## src/rtl/cont_mon_pkg.sv

```systemverilog
// cont_mon_pkg
//   Shared types and default constants for the bounce-counter monitor.
//   state_t : monitor FSM states (IDLE, SYNC, UP, DOWN, ERROR)
//   CNT_W   : default width of the monitored count
//   CNT_MAX : default peak value of the monitored count
//   CYC_W   : default width of the round-trip counter
package cont_mon_pkg;

   localparam int CNT_W   = 4;
   localparam int CNT_MAX = 15;
   localparam int CYC_W   = 8;

   typedef enum logic [2:0] {
      IDLE,
      SYNC,
      UP,
      DOWN,
      ERROR
   } state_t;

endpackage

```

## src/rtl/cont_monitor_cycle_sat_cnt.sv

```systemverilog
// cycle_sat_cnt
//   Saturating up-counter of completed round trips.
//   clk   : clock, rising edge
//   reset : asynchronous active-high reset, clears count
//   inc   : increment request for this edge
//   count : current count, sticks at all-ones
module cycle_sat_cnt #(
   parameter int CYC_W = 8
) (
   input  logic             clk,
   input  logic             reset,
   input  logic             inc,
   output logic [CYC_W-1:0] count
);

   always_ff @(posedge clk or posedge reset) begin
      if (reset) begin
         count <= '0;
      end else if (inc && (count != {CYC_W{1'b1}})) begin
         count <= count + CYC_W'(1);
      end
   end

endmodule

```

## src/rtl/cont_monitor.sv

```systemverilog
// cont_monitor
//   Checks that a sampled count follows a strict up/down bounce between 0
//   and the all-ones peak, flags any deviation with a sticky error, pulses at
//   the peak and trough, and counts completed round trips (saturating).
//   clk          : clock, rising edge
//   reset        : asynchronous active-high reset
//   en           : sample enable for cont_in
//   cont_in      : count from the upstream bounce counter
//   err_clr      : clears a latched error (only acts in ERROR)
//   dir_out      : tracked direction, 0 = up, 1 = down
//   peak_pulse   : one-cycle pulse when an up step lands on the peak
//   trough_pulse : one-cycle pulse when a down step lands on 0
//   cycles       : completed round trips, saturating
//   err          : sticky sequence-error flag
module cont_monitor #(
   parameter int CNT_W = cont_mon_pkg::CNT_W,
   parameter int CYC_W = cont_mon_pkg::CYC_W
) (
   input  logic             clk,
   input  logic             reset,
   input  logic             en,
   input  logic [CNT_W-1:0] cont_in,
   input  logic             err_clr,
   output logic             dir_out,
   output logic             peak_pulse,
   output logic             trough_pulse,
   output logic [CYC_W-1:0] cycles,
   output logic             err
);

   import cont_mon_pkg::*;

   localparam logic [CNT_W-1:0] PEAK = {CNT_W{1'b1}};

   state_t           state_reg, state_next;
   logic [CNT_W-1:0] prev_reg, prev_next;
   logic             dir_next, peak_next, trough_next, err_next;
   logic             inc;
   logic [CNT_W-1:0] prev_inc, prev_dec;
   logic             step_up, step_dn;

   // Neighbours of prev; the guards on prev reject the wrap-around
   // transitions 15->0 and 0->15.
   assign prev_inc = prev_reg + CNT_W'(1);
   assign prev_dec = prev_reg - CNT_W'(1);
   assign step_up  = (cont_in == prev_inc) && (prev_reg != PEAK);
   assign step_dn  = (cont_in == prev_dec) && (prev_reg != '0);

   always_ff @(posedge clk or posedge reset) begin
      if (reset) begin
         state_reg    <= IDLE;
         prev_reg     <= '0;
         dir_out      <= 1'b0;
         peak_pulse   <= 1'b0;
         trough_pulse <= 1'b0;
         err          <= 1'b0;
      end else begin
         state_reg    <= state_next;
         prev_reg     <= prev_next;
         dir_out      <= dir_next;
         peak_pulse   <= peak_next;
         trough_pulse <= trough_next;
         err          <= err_next;
      end
   end

   always_comb begin
      state_next  = state_reg;
      prev_next   = prev_reg;
      dir_next    = dir_out;
      peak_next   = 1'b0;
      trough_next = 1'b0;
      err_next    = err;
      inc         = 1'b0;
      case (state_reg)
         ERROR: begin
            // Only err_clr leaves ERROR; en and cont_in are ignored here.
            if (err_clr) begin
               state_next = IDLE;
               err_next   = 1'b0;
               dir_next   = 1'b0;
            end
         end
         IDLE: begin
            if (en) begin
               prev_next  = cont_in;
               state_next = SYNC;
               dir_next   = 1'b0;
            end
         end
         default: begin
            // SYNC accepts either direction; UP and DOWN only their own.
            if (en) begin
               if (step_up && (state_reg != DOWN)) begin
                  prev_next = cont_in;
                  if (cont_in == PEAK) begin
                     peak_next  = 1'b1;
                     state_next = DOWN;
                     dir_next   = 1'b1;
                  end else begin
                     state_next = UP;
                     dir_next   = 1'b0;
                  end
               end else if (step_dn && (state_reg != UP)) begin
                  prev_next = cont_in;
                  if (cont_in == '0) begin
                     trough_next = 1'b1;
                     inc         = 1'b1;
                     state_next  = UP;
                     dir_next    = 1'b0;
                  end else begin
                     state_next = DOWN;
                     dir_next   = 1'b1;
                  end
               end else begin
                  // dir_out keeps its last value while in ERROR.
                  state_next = ERROR;
                  err_next   = 1'b1;
               end
            end
         end
      endcase
   end

   cycle_sat_cnt #(
      .CYC_W(CYC_W)
   ) u_cycle_sat_cnt (
      .clk   (clk),
      .reset (reset),
      .inc   (inc),
      .count (cycles)
   );

endmodule

```

## config.mk

```make
export PLATFORM = sky130hd
export DESIGN_NAME = cont_monitor
export DESIGN_NICKNAME = d
export VERILOG_FILES = /design/src/rtl/cont_mon_pkg.sv /design/src/rtl/cont_monitor_cycle_sat_cnt.sv /design/src/rtl/cont_monitor.sv
export SDC_FILE = /design/constraint.sdc
export NUM_CORES = 1
export LEC_CHECK = 0
export ABC_CLOCK_PERIOD_IN_PS = 2900
export BUFFER_PORTS_ARGS = -buffer_cell sky130_fd_sc_hd__buf_2
export CAP_MARGIN = 20
export CORE_MARGIN = 3
export CORE_UTILIZATION = 35
export CTS_CLUSTER_SIZE = 12
export DETAILED_ROUTE_END_ITERATION = 6
export PLACE_DENSITY_LB_ADDON = 0.15
export REMOVE_ABC_BUFFERS = 1
export SYNTH_ARGS = -nofsm -noshare
export SYNTH_HDL_FRONTEND = slang
export SYNTH_SLANG_ARGS = --single-unit
export TNS_END_PERCENT = 10
```

## constraint.sdc

```tcl
create_clock -name clk -period 2.9 [get_ports clk]
set_input_delay 0.435 -clock clk [delete_from_list [all_inputs] [get_ports clk]]
set_output_delay 0.435 -clock clk [all_outputs]
set_load 0.05 [all_outputs]
```

==> metrics.yaml, run 1 <==
setup_viol_count_final: 0
p_total_mw: 1.09
arrival_ps: 2820
cts_resized: 0
p_leak_nw: 0.580
max_stage_delay_ps: 540
synth_warnings: 0
endpoint_kind: "flip-flop"
place_area_um2: 1200
syn_avg_cell_area_um2: 11.0
synth.top_cell.area_share_pct: 44.8
start_util_pct: 37.5
final_hold_viol_count: 0
path_clk_slew_ps: 100
antenna_cells: 0
worst-path-max-fanout: 6
antenna_left: 0
critPathSlowestCell: "or4_4"
reg2reg_slack_ps: 270
synth_area_leaders: "dfrtp_1 (45%), xnor2_1 (9.9%), mux2_2 (5.3%), ha_1 (3.5%), nand4_1 (2.9%)"
wire_per_inst_um: 13.6
status: "finished clean"
fillers: 281
wirelength_um: 2050
nets: 132
stdcell_count: 151
regToRegEndpoint: "prev_reg[1]$_DFFE_PP0P_"
grt_setup_unrepaired: "false"
hp-class: "input pin to async pin"
io_buffer_count: 19
fin_util_pct: 43.2
dp_cells: 147
die-height_um: 61.1
timing.setup.tns_ps: 0
required_ps: 3090
relSlewSlack_pct: 51.7
grt_pass1_vias: 789
via_per_inst: 5.36
grt_max_degree: 20
yosysUniqueCellTypes: 34
cts_setup_buffers: 0
syn2layout_area_growth_pct: 15.1
yosys.area.top_type: "dfrtp_1"
finalWeightedCongestion: 0.781
place_hpwl_um: 1610
dieArea_um2: 3730
maxSlewViolCount: 0
postLayoutCellArea_um2: 1220
grt_use_total_pct: 12.7
worst_ir_drop_vdd_v: 0.000441
worst_pin_slew_ps: 724
ys_seq_area_share_pct: 44.8
io_pins: 20
clock_skew_ps: 4.50
ys_seq_elements: 19
die_x_um: 61.1
antenna_found_initial: 0
numCtsBuffers: 3
cts_tree: "yes"
critPathLaunchType: "flip-flop"
gr-total-overflow: 0
synthesis.instances: 97
fin_crit_sh_pct: 90.5
synth_area_um2: 1060
drt_iter0_drc: 20
seq_area_um2: 475
worstSetupPathType: "flip-flop to flip-flop"
htreeDepth: 1
clock.fmax_mhz: 381
cts_buffer_depth: 2
drc: 0
num_vias: 810
multi_input_area_um2: 576
max-cap-violations: 0
fp.coreArea_um2: 2830
drive_above_1_share_pct: 27.5
cts_sinks: 19
clk_latency_ps: 290
rows: 19
rr_startpoint: "prev_reg[0]$_DFFE_PP0P_"
largest_reg_flops: 8
min_period_ps: 2630
reg2reg_depth: 7
root_buffer: "clkbuf_4"
cts_hold_buf: 0
drtPass1Iterations: 4
grt_pass1_wl_um: 3530
pwr_density_cell_nw_per_um2: 894
worstPathCellList: "inv_1, ha_1, xnor2_1, or4_4, or3_4, a31oi_4, mux2_2"
==> critical path: cells and delay by family, from the launching register on <==
| family | cells | cell delay [ps] |
|---|---|---|
| multiplexers | 1 | 360 |
| XOR/XNOR | 1 | 140 |
| flip-flops | 1 | 450 |
| buffers and inverters | 1 | 70 |
| AND/OR/NAND/NOR | 2 | 920 |
| AO/OA/AOI/OAI | 1 | 280 |
| adder cells (fa/ha/maj) | 1 | 300 |
==> per-stage QoR <==
step           hold WS (ps)  worst slack (ps)
4_1_cts                 256               265
3_3_place_gp            469               308
3_5_place_dp            476               282
5_1_grt                 286               154
6_report                245               275
2_1_floorplan           386               397
==> placed cells by master, fill, tap and decap left out, types with 2 or more instances in the layout <==
| cell type | Yosys | final |
|---|---|---|
| xnor2_1 | 12 | 12 |
| nand3_1 | 6 | 6 |
| inv_1 | 3 | 3 |
| nand4_1 | 5 | 5 |
| o21ai_0 | 4 | 4 |
| clkbuf_4 | 0 | 3 |
| and3_1 | 4 | 4 |
| mux2_2 | 5 | 5 |
| nand2_1 | 7 | 7 |
| xor2_1 | 3 | 3 |
| nor3_1 | 3 | 3 |
| ha_1 | 3 | 3 |
| buf_2 | 0 | 19 |
| dfrtp_1 | 19 | 19 |
| nor3b_1 | 2 | 2 |
==> area by class of cell <==
| type | count | area share [%] |
|---|---|---|
| timing repair buffer | 19 | 7.78 |
| sequential | 19 | 38.9 |
| tap | 31 | 3.17 |
| inverter | 3 | 0.921 |
| multi-input combinational | 75 | 47.1 |
| clock buffer | 4 | 2.15 |
==> cells in the mapped netlist (all sizes together) <==
| master | number |
|---|---|
| a211o | 1 |
| a211oi | 1 |
| a21boi | 1 |
| a21o | 1 |
| a21oi | 1 |
| a2bb2oi | 1 |
| a31oi | 2 |
| and2b | 1 |
| and3 | 4 |
| and3b | 1 |
| and4 | 1 |
| dfrtp | 19 |
| ha | 3 |
| inv | 3 |
| mux2 | 5 |
| nand2 | 7 |
| nand3 | 6 |
| nand4 | 5 |
| nand4b | 1 |
| nor2 | 1 |
| nor2b | 1 |
| nor3 | 3 |
| nor3b | 2 |
| nor4 | 2 |
| o21ai | 4 |
| or2 | 1 |
| or3 | 2 |
| or4 | 2 |
| xnor2 | 12 |
| xor2 | 3 |
==> power breakdown <==
part / total (mW) / leakage (nW) / switching (mW) / internal, mW
clock network: 0.131 / 0.0150 / 0.0779 / 0.0535
logic: 0.549 / 0.316 / 0.312 / 0.237
registers: 0.413 / 0.249 / 0.0816 / 0.331
==> worst max path at each step <==
stage	slack (ps)	end	from	cells past startpoint
after floorplan	400	prev_reg[0]$_DFFE_PP0P_	prev_reg[0]$_DFFE_PP0P_	7
after CTS	260	prev_reg[1]$_DFFE_PP0P_	prev_reg[0]$_DFFE_PP0P_	7
after global routing	150	prev_reg[2]$_DFFE_PP0P_	prev_reg[0]$_DFFE_PP0P_	7
after detailed placement	280	prev_reg[1]$_DFFE_PP0P_	prev_reg[0]$_DFFE_PP0P_	7
final	270	prev_reg[1]$_DFFE_PP0P_	prev_reg[0]$_DFFE_PP0P_	7
after global placement	310	prev_reg[3]$_DFFE_PP0P_	prev_reg[0]$_DFFE_PP0P_	7
==> metal layers <==
layer  global-route usage (%)  wire [um]  share of wire, %  vias up
li1                         -          -                 -      402
met1                     18.3       1050                51      387
met2                     18.3        883                43       19
met3                     3.77        103               5.0        2
met4                     4.02         20              0.97        0
met5                        0          0                 0        -
==> kinds of logic after synthesis <==
family	count (synthesis)	synth area share, %
simple gates	40	24.3
xor+xnor	15	12.4
fa+ha+maj	3	3.53
compound gates	12	8.72
buf+inv	3	1.06
mux	5	5.30
flops	19	44.8
(Power assumes the default switching activity.)
==> inputs of run 2 (changes only) <==
--- a/config.mk
+++ b/config.mk
@@ -13,7 +13,6 @@
 export CTS_CLUSTER_SIZE = 12
 export DETAILED_ROUTE_END_ITERATION = 6
 export PLACE_DENSITY_LB_ADDON = 0.15
-export REMOVE_ABC_BUFFERS = 1
 export SYNTH_ARGS = -nofsm -noshare
 export SYNTH_HDL_FRONTEND = slang
 export SYNTH_SLANG_ARGS = --single-unit
==> constraint.sdc (replaced) <==
create_clock -name clk -period 2.9 [get_ports clk]
set_input_delay 0 -clock clk [delete_from_list [all_inputs] [get_ports clk]]
set_output_delay 0 -clock clk [all_outputs]
set_load 0.05 [all_outputs]
==> metrics.yaml, run 2 (same netlist as run 1, synthesis figures left out) <==
fin_crit_sh_pct: 90.5
grt_setup_unrepaired: "false"
path_clk_slew_ps: 100
status: "finished clean"
p_leak_nw: 0.593
antenna_left: 0
antenna_cells: 0
die-height_um: 61.1
syn2layout_area_growth_pct: 17.9
drtPass1Iterations: 4
largest_reg_flops: 8
place_hpwl_um: 1610
relSlewSlack_pct: 51.6
worstSetupPathType: "flip-flop to flip-flop"
io_pins: 20
die_x_um: 61.1
cts_sinks: 19
synth.net_count: 108
switching_share_pct: 43.0
critPathLaunchType: "flip-flop"
finalWeightedCongestion: 0.781
cts_buffer_depth: 2
clock_skew_ps: 4.69
p_switching_mw: 0.472
grt_use_total_pct: 12.9
clkPwrFrac_pct: 12.0
final_cell_mix: "dfrtp_1 (19), buf_2 (19), xnor2_1 (12)"
grt_pass1_vias: 813
maxSlewViolCount: 0
via_per_inst: 5.36
cts_tree: "yes"
rows: 19
max-cap-violations: 0
dieArea_um2: 3730
cts_setup_buffers: 0
pwr_density_cell_nw_per_um2: 875
clock.fmax_mhz: 381
seq_power_share_pct: 37.7
antenna_found_initial: 0
final_hold_viol_count: 0
stdcell_count: 154
fp.coreArea_um2: 2830
cellInternalPower_mw: 0.624
fillers: 277
grt_max_degree: 20
gr-total-overflow: 0
arrival_ps: 2810
min_period_ps: 2620
numCtsBuffers: 3
worst_ir_drop_vdd_v: 0.000441
timing.setup.tns_ps: 0
drc: 0
hp-class: "input pin to flip-flop"
endpoint_kind: "flip-flop"
nets: 135
start_util_pct: 37.5
num_vias: 825
root_buffer: "clkbuf_4"
io_buffer_count: 19
required_ps: 3090
wirelength_um: 2080
worst_pin_slew_ps: 725
htreeDepth: 1
drive_above_1_share_pct: 26.8
combPwrFrac_pct: 50.3
dp_cells: 147
grt_pass1_wl_um: 3590
worst-path-max-fanout: 6
clk_latency_ps: 290
drt_iter0_drc: 26
wire_per_inst_um: 13.5
setup_viol_count_final: 0
-- run 2: changes by cell type in the layout (fill, tap and decap cells not counted), sizes merged --
cell         delta
dlygate4sd3     +3
-- run 2: power groups by stage --
stage	Sequential (mW)	Clock [mW]	Combinational, mW
6_report	0.413	0.132	0.551
5_1_grt	0.431	0.146	0.612
4_1_cts	0.412	0.139	0.557
3_5_place_dp	0.418	0	0.552
3_3_place_gp	0.416	0	0.545
2_1_floorplan	0.458	0	0.409
-- run 2: critical path: stages (launching register included) --
cell,delay [ps]
dfrtp_1,450
inv_1,70
ha_1,300
xnor2_1,140
or4_4,540
or3_4,380
a31oi_4,280
mux2_2,360
-- run 2: per-stage QoR --
step | hold slack [ps] | util [%] | worst slack, ps | power [mW] | instance area (um^2)
final | 18.0 | 44.3 | 276 | 1.10 | 1250
after CTS | 1.48 | 44.3 | 265 | 1.11 | 1250
after global routing | 17.9 | 44.3 | 154 | 1.19 | 1250
after detailed placement | 155 | 42.3 | 282 | 0.970 | 1200
after floorplan | -48.9 | - | 397 | 0.867 | 1060
after global placement | 147 | 42.3 | 308 | 0.961 | 1200
-- run 2: final timing paths --
check	from	cells past startpoint	slack, ps	to
max	prev_reg[0]$_DFFE_PP0P_	7	280	prev_reg[1]$_DFFE_PP0P_
min	cont_in[2]	2	20	prev_reg[2]$_DFFE_PP0P_
max reg2reg	prev_reg[0]$_DFFE_PP0P_	7	280	prev_reg[1]$_DFFE_PP0P_
min reg2reg	err$_DFFE_PP0P_	2	500	err$_DFFE_PP0P_
max in group asynchronous	reset	3	2090	state_reg[0]$_DFFE_PP0P_
min in group asynchronous	reset	3	360	u_cycle_sat_cnt.count[1]$_DFFE_PP0P_
-- run 2: timing repair --
item | CTS | global route
endpoints found under the hold margin | 21 | 0
gates resized for setup | 0 | 0
hold buffers | 3 | 0
-- run 2: area by class of cell --
type	count	area (um^2)	area share, %
well taps	31	38.8	3.10
repair buffers	22	125	9.99
clock buffers	4	26.3	2.10
inverters	3	11.3	0.899
flip-flops and latches	19	475	38.0
multi-input cells	75	576	46.0
-- run 2: per-layer routing --
metal / track usage, % / wire (um) / vias up
met5: 0 / 0 / -
met4: 4.02 / 20 / 0
met3: 3.77 / 107 / 2
met2: 19.0 / 909 / 19
met1: 18.2 / 1040 / 396
li1: - / - / 408
